[src/rtl/urv_wb_stage.sv]
// uRV writeback stage: result select, load extraction, load/store completion wait, registered RF write.
// Optional bus watchdog (port w_bus_err_o) enabled by URV_WB_BUS_TIMEOUT_EN; g_timeout_cycles is its limit.
module urv_wb_stage #(
   parameter int unsigned g_timeout_cycles = 255
) (
   input  logic        clk_i,
   input  logic        rst_n_i,
   input  logic        x_valid_i,
   input  logic        x_load_i,
   input  logic        x_store_i,
   input  logic [2:0]  x_fun_i,
   input  logic [4:0]  x_rd_i,
   input  logic        x_rd_write_i,
   input  logic [31:0] x_rd_value_i,
   input  logic [1:0]  x_rd_source_i,
   input  logic [31:0] x_rd_shifter_i,
   input  logic [31:0] x_rd_multiply_i,
   input  logic [31:0] x_dm_addr_i,
   input  logic [31:0] dm_data_l_i,
   input  logic        dm_load_done_i,
   input  logic        dm_store_done_i,
   output logic        w_stall_req_o,
`ifdef URV_WB_BUS_TIMEOUT_EN
   output logic        w_bus_err_o,
`endif
   output logic [4:0]  rf_rd_o,
   output logic [31:0] rf_rd_value_o,
   output logic        rf_rd_write_o
);

   typedef enum logic [1:0] {S_IDLE, S_WAIT_LOAD, S_WAIT_STORE} state_e;

   state_e      state_q, state_d;
   logic [2:0]  fun_q, fun_d;
   logic [4:0]  rd_q, rd_d;
   logic        rd_write_q, rd_write_d;
   logic [1:0]  addr_q, addr_d;
   logic [4:0]  rf_rd_q, rf_rd_d;
   logic [31:0] rf_rd_value_q, rf_rd_value_d;
   logic        rf_rd_write_q, rf_rd_write_d;
   logic        stall_req;
   logic        timeout_hit;
   logic        unused_addr;

   assign unused_addr = &{1'b0, x_dm_addr_i[31:2]};

   // Load data formatting: pick the addressed byte/half lane, then sign or zero extend.
   function automatic logic [31:0] load_extract(input logic [2:0]  fun,
                                                input logic [1:0]  addr,
                                                input logic [31:0] data);
      logic [7:0]  b;
      logic [15:0] h;
      case (addr)
         2'd0:    b = data[7:0];
         2'd1:    b = data[15:8];
         2'd2:    b = data[23:16];
         default: b = data[31:24];
      endcase
      h = addr[1] ? data[31:16] : data[15:0];
      case (fun)
         3'b000:  load_extract = {{24{b[7]}}, b};
         3'b001:  load_extract = {{16{h[15]}}, h};
         3'b010:  load_extract = data;
         3'b100:  load_extract = {24'h0, b};
         3'b101:  load_extract = {16'h0, h};
         default: load_extract = 32'h0;
      endcase
   endfunction

`ifdef URV_WB_BUS_TIMEOUT_EN
   localparam int CNT_W = (g_timeout_cycles > 255) ? 16 : 8;

   logic [CNT_W-1:0] cnt_q, cnt_d;
   logic             bus_err_q, bus_err_d;

   // The counter sits at zero in IDLE, so it is cleared on every WAIT entry.
   assign cnt_d       = (state_q == S_IDLE) ? '0 : cnt_q + CNT_W'(1);
   assign timeout_hit = (state_q != S_IDLE) && ((32'(cnt_q) + 32'd1) >= g_timeout_cycles);
   assign bus_err_d   = timeout_hit &&
                        (((state_q == S_WAIT_LOAD)  && !dm_load_done_i) ||
                         ((state_q == S_WAIT_STORE) && !dm_store_done_i));
   assign w_bus_err_o = bus_err_q;
`else
   assign timeout_hit = 1'b0;
`endif

   // Next-state logic: accept accesses in IDLE, wait for the done strobe, and compute the registered RF write.
   always_comb begin
      state_d       = state_q;
      fun_d         = fun_q;
      rd_d          = rd_q;
      rd_write_d    = rd_write_q;
      addr_d        = addr_q;
      rf_rd_d       = rf_rd_q;
      rf_rd_value_d = rf_rd_value_q;
      rf_rd_write_d = 1'b0;
      stall_req     = 1'b0;

      case (state_q)
         S_IDLE: begin
            if (x_valid_i && x_load_i) begin
               if (dm_load_done_i) begin
                  if (x_rd_write_i && (x_rd_i != 5'd0)) begin
                     rf_rd_write_d = 1'b1;
                     rf_rd_d       = x_rd_i;
                     rf_rd_value_d = load_extract(x_fun_i, x_dm_addr_i[1:0], dm_data_l_i);
                  end
               end else begin
                  fun_d      = x_fun_i;
                  rd_d       = x_rd_i;
                  rd_write_d = x_rd_write_i;
                  addr_d     = x_dm_addr_i[1:0];
                  state_d    = S_WAIT_LOAD;
                  stall_req  = 1'b1;
               end
            end else if (x_valid_i && x_store_i) begin
               if (!dm_store_done_i) begin
                  state_d   = S_WAIT_STORE;
                  stall_req = 1'b1;
               end
            end else if (x_valid_i && x_rd_write_i && (x_rd_i != 5'd0)) begin
               rf_rd_write_d = 1'b1;
               rf_rd_d       = x_rd_i;
               case (x_rd_source_i)
                  2'b01:   rf_rd_value_d = x_rd_shifter_i;
                  2'b10:   rf_rd_value_d = x_rd_multiply_i;
                  default: rf_rd_value_d = x_rd_value_i;
               endcase
            end
         end

         S_WAIT_LOAD: begin
            if (dm_load_done_i || timeout_hit) begin
               state_d = S_IDLE;
               if (rd_write_q && (rd_q != 5'd0)) begin
                  rf_rd_write_d = 1'b1;
                  rf_rd_d       = rd_q;
                  rf_rd_value_d = dm_load_done_i ? load_extract(fun_q, addr_q, dm_data_l_i) : 32'h0;
               end
            end else begin
               stall_req = 1'b1;
            end
         end

         S_WAIT_STORE: begin
            if (dm_store_done_i || timeout_hit) begin
               state_d = S_IDLE;
            end else begin
               stall_req = 1'b1;
            end
         end

         default: state_d = S_IDLE;
      endcase
   end

   // State and output registers with asynchronous active-low reset.
   always_ff @(posedge clk_i or negedge rst_n_i) begin
      if (!rst_n_i) begin
         state_q       <= S_IDLE;
         fun_q         <= 3'b0;
         rd_q          <= 5'd0;
         rd_write_q    <= 1'b0;
         addr_q        <= 2'b0;
         rf_rd_q       <= 5'd0;
         rf_rd_value_q <= 32'h0;
         rf_rd_write_q <= 1'b0;
`ifdef URV_WB_BUS_TIMEOUT_EN
         cnt_q         <= '0;
         bus_err_q     <= 1'b0;
`endif
      end else begin
         state_q       <= state_d;
         fun_q         <= fun_d;
         rd_q          <= rd_d;
         rd_write_q    <= rd_write_d;
         addr_q        <= addr_d;
         rf_rd_q       <= rf_rd_d;
         rf_rd_value_q <= rf_rd_value_d;
         rf_rd_write_q <= rf_rd_write_d;
`ifdef URV_WB_BUS_TIMEOUT_EN
         cnt_q         <= cnt_d;
         bus_err_q     <= bus_err_d;
`endif
      end
   end

   assign w_stall_req_o = stall_req;
   assign rf_rd_o       = rf_rd_q;
   assign rf_rd_value_o = rf_rd_value_q;
   assign rf_rd_write_o = rf_rd_write_q;

endmodule

[config.mk]
export PLATFORM = sky130hd
export DESIGN_NAME = urv_wb_stage
export DESIGN_NICKNAME = d
export VERILOG_FILES = /design/src/rtl/urv_wb_stage.sv
export SDC_FILE = /design/constraint.sdc
export NUM_CORES = 1
export LEC_CHECK = 0
export CAP_MARGIN = 0
export CORE_ASPECT_RATIO = 0.9
export CORE_MARGIN = 3
export CORE_UTILIZATION = 38
export CTS_BUF_LIST = sky130_fd_sc_hd__clkbuf_4 sky130_fd_sc_hd__clkbuf_8 sky130_fd_sc_hd__clkbuf_16
export DETAILED_ROUTE_END_ITERATION = 12
export PLACE_DENSITY = 0.79
export SYNTH_ARGS = -nofsm -noshare
export SYNTH_HDL_FRONTEND = slang
export SYNTH_SLANG_ARGS = --single-unit
export TNS_END_PERCENT = 30
[constraint.sdc]
create_clock -name clk_i -period 2 [get_ports clk_i]
set_clock_uncertainty 0.1 [all_clocks]
set_input_delay 0.2 -clock clk_i [delete_from_list [all_inputs] [get_ports clk_i]]
set_output_delay 0.2 -clock clk_i [all_outputs]
set_load 0.05 [all_outputs]
==> impl_metrics.json <==
{
  "fin_ws_ns": -0.2367,
  "detail-route-antenna-nets": 0,
  "initial_utilization_pct": 40.11,
  "fmax_mhz": 447.1,
  "hpwl_um": 16290,
  "core_area_um2": 11130,
  "p_per_area_nw_per_um2": 839.6,
  "finalCritPeriodShare_pct": 111.8,
  "min_period_ns": 2.237,
  "clock-root-buffer": "clkbuf_16",
  "timing.slew.headroom_pct": 51.31,
  "drive_gt1_share_pct": 22.48,
  "maxSlewViolCount": 0,
  "ios": 217,
  "wl_per_cell_um": 21.11,
  "path_clk_slew_ns": 0.08,
  "grt_pass1_wl_um": 32160,
  "tightest_slew_ns": 0.7244,
  "cts_tree": "done",
  "grt-ovfl-total": 0,
  "drc": 0,
  "die_x_um": 120.2,
  "area_delta_synth_final_pct": 72.41,
  "rrSetupSlack_ns": -0.24,
  "hold_slack_ns": 0.3223,
  "path_cells": "or4_4 -> o2111ai_2 -> a21boi_4 -> buf_12 -> nor3_1 -> a2111o_1",
  "nNetsFinal": 1011,
  "yosys_warnings": 0,
  "netlist_area_um2": 4463,
  "grtUsageTotal_pct": 31.08,
  "slowest_stage": "or4_4",
  "diodes": 0,
  "ctsHtreeMaxLevel": 2,
  "setup_tns_ns": -6.327,
  "synth_top_area_share_pct": 28.60,
  "clk_path_buf_depth": 2,
  "startpoint_type": "flip-flop",
  "clock_latency_ns": 0.30,
  "first_global_vias": 5950,
  "synth_cell_types": 51,
  "worstPathRequired_ns": 2.08,
  "seq_area_frac_synth_pct": 28.60,
  "first_pass_iters": 5,
  "ys_async_sr_fraction_pct": 100.0,
  "power.leakage_nw": 3.143,
  "synth_top_cell_by_area": "dfrtp_1",
  "gp_congestion": 0.9777,
  "ir_worst_vdd_uv": 688.8,
  "hold_class": "in -> async",
  "syn_inst": 564,
  "synthesis.nets": 744,
  "max_cap_viol_count": 0,
  "setup_viol": 38,
  "synth_edf_count": 0,
  "outcome": "finished with violations",
  "vias_per_cell": 6.043,
  "slowest_delay_ns": 0.53,
  "drtIter0Drc": 528,
  "cts_inserted_buffers": 5,
  "cp.arrival_ns": 2.31,
  "die_h_um": 108.8,
  "end_kind": "flip-flop",
  "synthTopCellsByArea": "dfrtp_1 29%, nand2_1 7.0%, a21oi_1 6.7%",
  "rows": 36,
  "cts.sinks": 51,
  "wl_um": 20780,
  "critPathKind": "reg -> reg",
  "final_hold_viol_count": 0,
  "synth_area_per_cell_um2": 7.913,
  "antenna_found_initial": 0,
  "path_max_fanout": 12,
  "vias": 5946,
  "numPortBuffers": 186,
  "dieArea_um2": 13080,
  "violations": "setup timing",
  "ys_seq_elements": 51,
  "instances_no_fill": 984,
  "grt_max_degree": 52,
  "rsz0062_at_grt": "true",
  "dp.cells": 968,
  "post-place-ws_ns": -0.5630,
  "ys.flop_type": "dfrtp_1"
}
## what timing repair did
item | 4_1_cts | 5_1_grt
gates resized for setup | 13 | 13
setup endpoints to repair | 37 | 39
pin swaps | 1 | 0
endpoints found under the hold margin | 51 | 0
buffers inserted | 4 | 2
gates cloned | 0 | 1
hold buffers | 1 | 0
## worst max-delay path: cells and delay by family, from the launching register on
kind	cells	cell delay, ns
AO/OA/AOI/OAI	3	0.85
flip-flops	1	0.40
AND/OR/NAND/NOR	2	0.58
buffers and inverters	1	0.17
## final cells by class
| type | count | area [µm²] |
|---|---|---|
| Fill cell | 896 | 3431 |
| Multi-Input combinational cell | 456 | 3040 |
| Timing Repair Buffer | 311 | 2992 |
| Sequential cell | 51 | 1279 |
| Tap cell | 152 | 190.2 |
| Clock buffer | 5 | 125.1 |
| Clock inverter | 3 | 43.79 |
| Inverter | 6 | 25.02 |
## power by group
part | internal, W | switching (W) | total [W]
registers | 0.00136 | 0.000242 | 0.00160
clock network | 0.000592 | 0.000433 | 0.00102
logic | 0.00167 | 0.00217 | 0.00383
## layout by cell type, fill, tap and decap left out, types with 3 or more instances in the layout
master and count:
a2111oi_0 3, nand3_1 3, a2111oi_1 3, mux4_2 10, nand2b_1 5, clkdlybuf4s50_1 181
nor3_1 19, clkbuf_16 6, o31ai_1 7, a31oi_1 12, dfrtp_1 49, o211ai_1 23
nor2b_1 3, a22oi_1 8, a221oi_2 3, inv_1 5, nand2_1 83, a2111o_1 7
mux2i_1 11, a221o_1 25, mux2_2 14, o21ai_0 35, nor3b_2 3, nor2_1 68
buf_12 14, a21oi_1 60, a221oi_1 12, buf_4 109
## cells by family after synthesis
logic type | synth area share (%)
AOI/OAI and AO/OA | 33.05
adders and majority gates | 0.5606
buffers and inverters | 5.915
DFF | 28.60
muxes | 11.38
and+or+nand+nor | 20.49
## through the flow
stage / instance area (µm²) / util, % / power, W
2_1_floorplan: 4514 / - / 0.003711
3_3_place_gp: 7345 / 66.01 / 0.005259
3_5_place_dp: 7345 / 66.01 / 0.005331
4_1_cts: 7605 / 68.35 / 0.006394
5_1_grt: 7695 / 69.16 / 0.006750
6_report: 7695 / 69.16 / 0.006461
## cell usage after synthesis (8+ instances only)
cell type   n
nand2_1    83
nor2_1     69
a21oi_1    60
dfrtp_1    51
o21ai_0    37
clkbuf_1   30
a221o_1    25
o211ai_1   23
nor3_1     19
a221oi_1   16
buf_2      16
mux2_2     14
a31oi_1    12
mux2i_1    11
mux4_2     10
a22oi_1     8
## flip-flops by register name (all words and copies together) (netlist names)
register / count
fun_q: 3
addr_q: 2
rf_rd_o: 5
rd_write_q: 1
rf_rd_write_o: 1
rd_q: 5
rf_rd_value_o: 32
state_q: 2
## metal layers
| metal | wire (µm) | GRT usage, % |
|---|---|---|
| met1 | 8124 | 39.77 |
| met2 | 10170 | 53.59 |
| met3 | 1854 | 5.602 |
| met4 | 624 | 10.11 |
| met5 | 0 | 0 |
## worst paths after layout
check / from / to / depth (start not counted)
min in group clk_i: dm_store_done_i / state_q[1] / 2
max in group asynchronous: rst_n_i / rf_rd_value_o[18] / 3
setup / recovery: rd_q[3] / rf_rd_value_o[11] / 6
hold / removal: rst_n_i / state_q[1] / 3
hold reg to reg: rf_rd_value_o[13] / rf_rd_value_o[13] / 1
setup reg to reg: rd_q[3] / rf_rd_value_o[11] / 6
(Power assumes the default switching activity.)
